<file path="src/rtl/pipe_pkg.sv">
// Shared pipeline types for the EX/MEM boundary.
package pipe_pkg;

  localparam int DATA_W_DEF  = 16;
  localparam int RADDR_W_DEF = 4;

  typedef struct packed {
    logic [DATA_W_DEF-1:0]  alu_result;
    logic [DATA_W_DEF-1:0]  rdata2;
    logic                   mem_wen;
    logic                   mem_ren;
    logic                   mem_to_reg;
    logic                   reg_wen;
    logic [RADDR_W_DEF-1:0] reg_waddr;
  } exe_mem_t;

endpackage

</file>
<file path="src/rtl/exe_mem_stage_buf_slot.sv">
// Single valid+payload register; load wins over clear.
module pipe_skid_slot #(
  parameter int W = 8
) (
  input  logic         clk,
  input  logic         rst,
  input  logic         load,
  input  logic         clear,
  input  logic [W-1:0] d,
  output logic         valid,
  output logic [W-1:0] q
);

  always_ff @(posedge clk or posedge rst) begin
    if (rst) begin
      valid <= 1'b0;
      q     <= '0;
    end else if (load) begin
      valid <= 1'b1;
      q     <= d;
    end else if (clear) begin
      valid <= 1'b0;
    end
  end

endmodule

</file>
<file path="src/rtl/exe_mem_stage_buf.sv">
// EX->MEM two-entry skid buffer with flush and bypass tap.
module exe_mem_stage_buf
  import pipe_pkg::*;
#(
  parameter int DATA_W   = DATA_W_DEF,
  parameter int RADDR_W  = RADDR_W_DEF,
  parameter bit ZERO_REG = 1'b0
) (
  input  logic               clk,
  input  logic               rst,
  input  logic               flush,
  input  logic               in_valid,
  output logic               in_ready,
  input  logic [DATA_W-1:0]  alu_result,
  input  logic [DATA_W-1:0]  rdata2,
  input  logic               mem_wen,
  input  logic               mem_ren,
  input  logic               mem_to_reg,
  input  logic               reg_wen,
  input  logic [RADDR_W-1:0] reg_waddr,
  output logic               out_valid,
  input  logic               out_ready,
  output logic [DATA_W-1:0]  alu_result_out,
  output logic [DATA_W-1:0]  rdata2_out,
  output logic               mem_wen_out,
  output logic               mem_ren_out,
  output logic               mem_to_reg_out,
  output logic               reg_wen_out,
  output logic [RADDR_W-1:0] reg_waddr_out,
  output logic               fwd_valid,
  output logic [RADDR_W-1:0] fwd_waddr,
  output logic [DATA_W-1:0]  fwd_data
);

  typedef struct packed {
    logic [DATA_W-1:0]  alu_result;
    logic [DATA_W-1:0]  rdata2;
    logic               mem_wen;
    logic               mem_ren;
    logic               mem_to_reg;
    logic               reg_wen;
    logic [RADDR_W-1:0] reg_waddr;
  } pay_t;

  localparam int PW = $bits(pay_t);

  pay_t in_pay, head_q, skid_q, head_d;
  logic head_v, skid_v;
  logic accept, head_free;
  logic head_load, head_clear;
  logic skid_load, skid_clear;
  logic wen_keep;

  assign wen_keep = !ZERO_REG || (reg_waddr != '0);

  always_comb begin
    in_pay            = '0;
    in_pay.alu_result = alu_result;
    in_pay.rdata2     = rdata2;
    in_pay.mem_wen    = mem_wen;
    in_pay.mem_ren    = mem_ren;
    in_pay.mem_to_reg = mem_to_reg;
    in_pay.reg_wen    = reg_wen & wen_keep;
    in_pay.reg_waddr  = reg_waddr;
  end

  assign in_ready  = !skid_v;
  assign accept    = in_valid & in_ready;
  assign head_free = !head_v | out_ready;

  // skid always refills the head first to keep FIFO order
  assign head_d     = skid_v ? skid_q : in_pay;
  assign head_load  = !flush & head_free & (skid_v | accept);
  assign head_clear = flush | (head_free & !skid_v & !accept);
  assign skid_load  = !flush & !head_free & accept;
  assign skid_clear = flush | (head_free & skid_v);

  pipe_skid_slot #(.W(PW)) u_head (
    .clk   (clk),
    .rst   (rst),
    .load  (head_load),
    .clear (head_clear),
    .d     (head_d),
    .valid (head_v),
    .q     (head_q)
  );

  pipe_skid_slot #(.W(PW)) u_skid (
    .clk   (clk),
    .rst   (rst),
    .load  (skid_load),
    .clear (skid_clear),
    .d     (in_pay),
    .valid (skid_v),
    .q     (skid_q)
  );

  assign out_valid      = head_v;
  assign alu_result_out = head_q.alu_result;
  assign rdata2_out     = head_q.rdata2;
  assign reg_waddr_out  = head_q.reg_waddr;
  assign mem_wen_out    = head_q.mem_wen & head_v;
  assign mem_ren_out    = head_q.mem_ren & head_v;
  assign mem_to_reg_out = head_q.mem_to_reg & head_v;
  assign reg_wen_out    = head_q.reg_wen & head_v;

  assign fwd_valid = out_valid & reg_wen_out & !mem_to_reg_out;
  assign fwd_waddr = reg_waddr_out;
  assign fwd_data  = alu_result_out;

endmodule
</file>
<file path="config.mk">
export PLATFORM = sky130hd
export DESIGN_NAME = exe_mem_stage_buf
export DESIGN_NICKNAME = d
export VERILOG_FILES = /design/src/rtl/pipe_pkg.sv /design/src/rtl/exe_mem_stage_buf_slot.sv /design/src/rtl/exe_mem_stage_buf.sv
export SDC_FILE = /design/constraint.sdc
export NUM_CORES = 1
export LEC_CHECK = 0
export ABC_AREA = 1
export CORE_MARGIN = 1.5
export CORE_UTILIZATION = 50
export DETAILED_ROUTE_END_ITERATION = 8
export HOLD_SLACK_MARGIN = 0.12
export PLACE_DENSITY = 0.85
export SLEW_MARGIN = 20
export SYNTH_ARGS = -nofsm -noshare
export SYNTH_HDL_FRONTEND = slang
export SYNTH_SLANG_ARGS = --single-unit
export TNS_END_PERCENT = 10
</file>
<file path="constraint.sdc">
create_clock -name clk -period 2.9 [get_ports clk]
set_input_delay 0.29 -clock clk [delete_from_list [all_inputs] [get_ports clk]]
set_output_delay 0.29 -clock clk [all_outputs]
set_load 0.05 [all_outputs]
</file>
# --- After elaboration in Yosys (flattened, before gate mapping) ---
# Cells that the tools add are included.
word_totals:
  ff_bits: 82
  inputBits: 45
  output_inout_bits: 63
  word_cells: 35
op_classes:
  muxes: 5
  n_bitwise: 18
  reduce_logical: 8
op_table:
  columns: ["cell", "count"]
  rows:
  - ["$mux W40", 1]
  - ["$and A1 B1 Y1", 14]
  - ["$logic_not A1 Y1", 6]
  - ["$mux W1", 4]
  - ["$or A1 B1 Y1", 4]
  - ["$reduce_bool A2 Y1", 2]

# --- Longest topological paths before layout ---
depth:
  ltp_word: 7
  depth_mapped: 7
  ltp_nobuf: 5

# --- Hierarchy ---
# Synthesis repeated with hierarchy kept, for this count alone.
unflattened:
  hier_cells: 523
  area_unflattened_um2: 4190.3
by_module_without_submodules:
  columns: ["module", "n_inst", "cells_per_inst", "area_per_inst_um2", "seq_area_each_um2"]
  rows:
  - ["pipe_skid_slot", 2, 175, 1667.8, 1026.0]
  - ["exe_mem_stage_buf", 1, 173, 854.6, 0.0]

# --- Worst setup path before layout ---
# Ideal clock, no wire load.
synth_timing:
  path_kind: "flip-flop to output port"
  start: "register u_head.valid"
  end: "output port fwd_valid"
  arrival_time_ns: 1.530
  required_ns: 2.610
  path_slack_ns: 1.080
  path_stages_with_launch: 3
  path_buffers: 0
  cell_sequence: "dfrtp_1 nand2_1 nor2_1"
synth_via:
  elab_chain_cells: 3
  elab_cells_between_ends: 5
  classes_between: "4 x bitwise; 1 x reduce/logical"
synth_rtl:
  columns: ["element", "line_no", "rtl"]
  rows:
  - ["start, declared", "exe_mem_stage_buf_slot.sv:10", "output logic valid,"]
  - ["start signal, assigned", "exe_mem_stage_buf_slot.sv:16", "valid <= 1'b0;"]
  - ["start signal, assigned", "exe_mem_stage_buf_slot.sv:19", "valid <= 1'b1;"]
  - ["start signal, assigned", "exe_mem_stage_buf_slot.sv:22", "valid <= 1'b0;"]
  - ["$and A1 B1 Y1 (on tied branches)", "exe_mem_stage_buf.sv:105, exe_mem_stage_buf.sv:104", null]
  - ["$and A1 B1 Y1 / $logic_not A1 Y1 (equally long branches)", "exe_mem_stage_buf.sv:107", "assign fwd_valid = out_valid & reg_wen_out & !mem_to_reg_out;"]
  - ["$and A1 B1 Y1 (*)", "exe_mem_stage_buf.sv:107", null]
  - ["end, declared", "exe_mem_stage_buf.sv:30", "output logic fwd_valid,"]
# Every way passes the cells marked *; elsewhere a longest branch is shown, timed or not.

# --- Final worst setup path ---
layout_timing:
  start: "register u_skid.valid"
  end: "output port in_ready"
layout_via:
  elab_chain_cells: 1
layout_rtl:
  columns: ["element", "line_no", "rtl"]
  rows:
  - ["start, declared", "exe_mem_stage_buf_slot.sv:10", null]
  - ["start signal, assigned", "exe_mem_stage_buf_slot.sv:16", null]
  - ["start signal, assigned", "exe_mem_stage_buf_slot.sv:19", null]
  - ["start signal, assigned", "exe_mem_stage_buf_slot.sv:22", null]
  - ["$logic_not A1 Y1", "exe_mem_stage_buf.sv:67", "assign in_ready = !skid_v;"]
  - ["end, declared", "exe_mem_stage_buf.sv:13", "output logic in_ready,"]
# No other way between the ends.

==> results.json <==
{
  "status": "completed",
  "internal_power_mw": 2.26,
  "synthArstFlopShare": 1.00,
  "yosys.cell_types.count": 18,
  "worstReg2RegStart": "u_skid.valid$_DFFE_PP0P_",
  "syn-cell-area_sq_um": 4330,
  "drc": 0,
  "antenna_found_initial": 0,
  "postCtsSetupBuffers": 0,
  "startpoint_type": "register",
  "worst_pin_slew_ns": 0.902,
  "gp_congestion": 0.768,
  "fin_nets": 638,
  "globalRouteTotalUtil": 0.223,
  "netlist.area_leader.share": 0.474,
  "avgSynthCellArea_sq_um": 7.77,
  "setup_tns_ns": 0,
  "die_area_sq_um": 9230,
  "synth-main-ff-cell": "dfrtp_1",
  "grt_pass1_vias": 3429,
  "cts_tree": "done",
  "root_buffer": "clkbuf_8",
  "fmax_mhz": 447,
  "dpl-instance-area_sq_um": 4950,
  "holdWs_ns": 0.342,
  "synth.area.top_cells": "dfrtp_1, nand2_1, buf_4",
  "hold_class": "input pin to asynchronous set/reset pin",
  "finalCritPeriodShare": 0.772,
  "numCtsBuffers": 9,
  "setup_violations": 0,
  "numPortBuffers": 107,
  "worstReg2RegEnd": "u_head.q[36]$_DFFE_PP0P_",
  "yosysMostFrequentCell": "nand2_1",
  "firstDrtPassIters": 5,
  "drv_cap": 0,
  "synth.net_count": 602,
  "crit_path_end_kind": "primary output",
  "place_ws_ns": 0.634,
  "period_needed_ns": 2.24,
  "synth-edff-count": 0,
  "drtIter0Drc": 227,
  "clk_path_buf_depth": 2,
  "ys_warn_count": 0,
  "yosys.area.top_type": "dfrtp_1",
  "r2r_cells": 4,
  "worst_slack_ns": 0.662,
  "crit_fanout": 23,
  "grt-ovfl-total": 0,
  "nFillCells": 709,
  "powerDensity_nw_per_um2": 692,
  "clkPwrFrac": 0.261,
  "drv_slew": 0,
  "comb_power_share": 0.320,
  "rsz0062_at_grt": "no",
  "cts_resized": 0,
  "vdd_ir_drop_max_mv": 0.303,
  "grt_max_degree": 45,
  "r2r_slack_ns": 0.69,
  "clk_pin_slew_ns": 0.08,
  "die_h_microns": 96.1,
  "cts_sinks": 82,
  "relSlewSlack": 0.398,
  "synth_common_cells": "nand2_1, dfrtp_1, nand3_1, buf_4, buf_2",
  "ys_ff_latch": 82,
  "wl_per_cell_microns": 13.8,
  "area_delta_synth_final_pct": 19.6,
  "start_util": 0.522,
  "grt_pass1_wl_microns": 15700,
  "synth_cells": 557,
  "core_area_sq_um": 8300,
  "fp-row-count": 33,
  "wl_microns": 9680,
  "fin_skew_ns": 0.00770,
  "drive_above_1_share": 0.0702,
  "via_count": 3608,
  "p_sw_frac": 0.370,
  "worstSkewPairLatency_ns": 0.36,
  "final_area_sq_um": 5180,
  "p_switching_mw": 1.33,
  "htreeDepth": 3,
  "p_leak_nw": 2.70,
  "ctsHoldBuffers": 0,
  "ant_nets": 0,
  "boundaryPins": 108,
  "worstPathRequired_ns": 2.61,
  "power_frac_seq": 0.419,
  "cp.arrival_ns": 1.95,
  "antenna_cells": 0,
  "hold_viol_final": 0,
  "ys_seq_area_frac": 0.474,
  "criticalPathCategory": "register to primary output",
  "die_w_microns": 96.1,
  "via_per_inst": 5.13,
  "place_hpwl_microns": 6430
}
## worst max-delay path by stage
stage / start / endpoint / slack (ns) / cells after the start
final: u_skid.valid$_DFFE_PP0P_ / in_ready / 0.66 / 2
after global routing: u_skid.valid$_DFFE_PP0P_ / u_head.q[16]$_DFFE_PP0P_ / 0.47 / 4
after global placement: flush / u_skid.q[33]$_DFFE_PP0P_ / 0.73 / 5
after detailed placement: flush / u_skid.q[16]$_DFFE_PP0P_ / 0.63 / 5
after floorplan: rst / u_head.q[0]$_DFFE_PP0P_ / 0.50 / 1
after CTS: u_skid.valid$_DFFE_PP0P_ / in_ready / 0.69 / 2
## flip-flops by register name, indices dropped and copies added (netlist names)
name          count
u_skid.q         40
u_head.q         40
u_skid.valid      1
u_head.valid      1
## cell type report
type                    count  area [sq um]  area share
clock buffers              10           138      0.0266
flip-flops and latches     82          2050       0.396
multi-input cells         376          1580       0.305
clock inverters             6          90.1      0.0174
repair buffers            114          1150       0.221
inverters                  10          38.8     0.00749
well taps                 105           131      0.0254
## worst max-delay path, stage by stage, from the launching register on
cell	delay (ns)
dfrtp_1	0.89
inv_2	0.42
buf_12	0.27
## power by group through the flow
stage,Clock (mW),Sequential (mW),Combinational [mW]
after floorplan,0,1.48,0.957
after global placement,0,1.51,1.12
after detailed placement,0,1.52,1.15
after CTS,0.949,1.50,1.15
after global routing,0.995,1.53,1.23
final,0.937,1.50,1.15
## kinds of logic after synthesis
| group | Yosys count | synth area share |
|---|---|---|
| AO/OA/AOI/OAI | 1 | 0.00115 |
| buffers and inverters | 99 | 0.162 |
| flip-flops | 82 | 0.474 |
| AND/OR/NAND/NOR | 375 | 0.363 |
## metrics by stage
stage,util,instances,total power [mW]
after detailed placement,0.596,687,2.67
after global placement,0.596,687,2.63
after floorplan,-,557,2.44
after CTS,0.624,703,3.60
final,0.624,703,3.58
after global routing,0.624,703,3.75
## layout by cell type, fill, tap and decap left out, types with 2 or more instances in the layout
master and instances:
nand2_1 275, clkdlybuf4s50_1 106, dfrtp_1 82, nand3_1 80
nand2_2 10, clkbuf_8 10, inv_1 8, buf_4 6
nor2_1 3, nor2_4 3, nand3_2 2, clkinv_2 2
bufinv_16 2, clkinv_4 2, buf_12 2
## per-layer routing
metal  vias to the layer above  track usage  share of wire
li1                       1743            -              -
met1                      1691        0.291           0.42
met2                       158        0.367           0.50
met3                        16       0.0340          0.061
met4                         0        0.100          0.020
met5                         -            0              0
No activity file was read; power rests on OpenSTA's default activity.
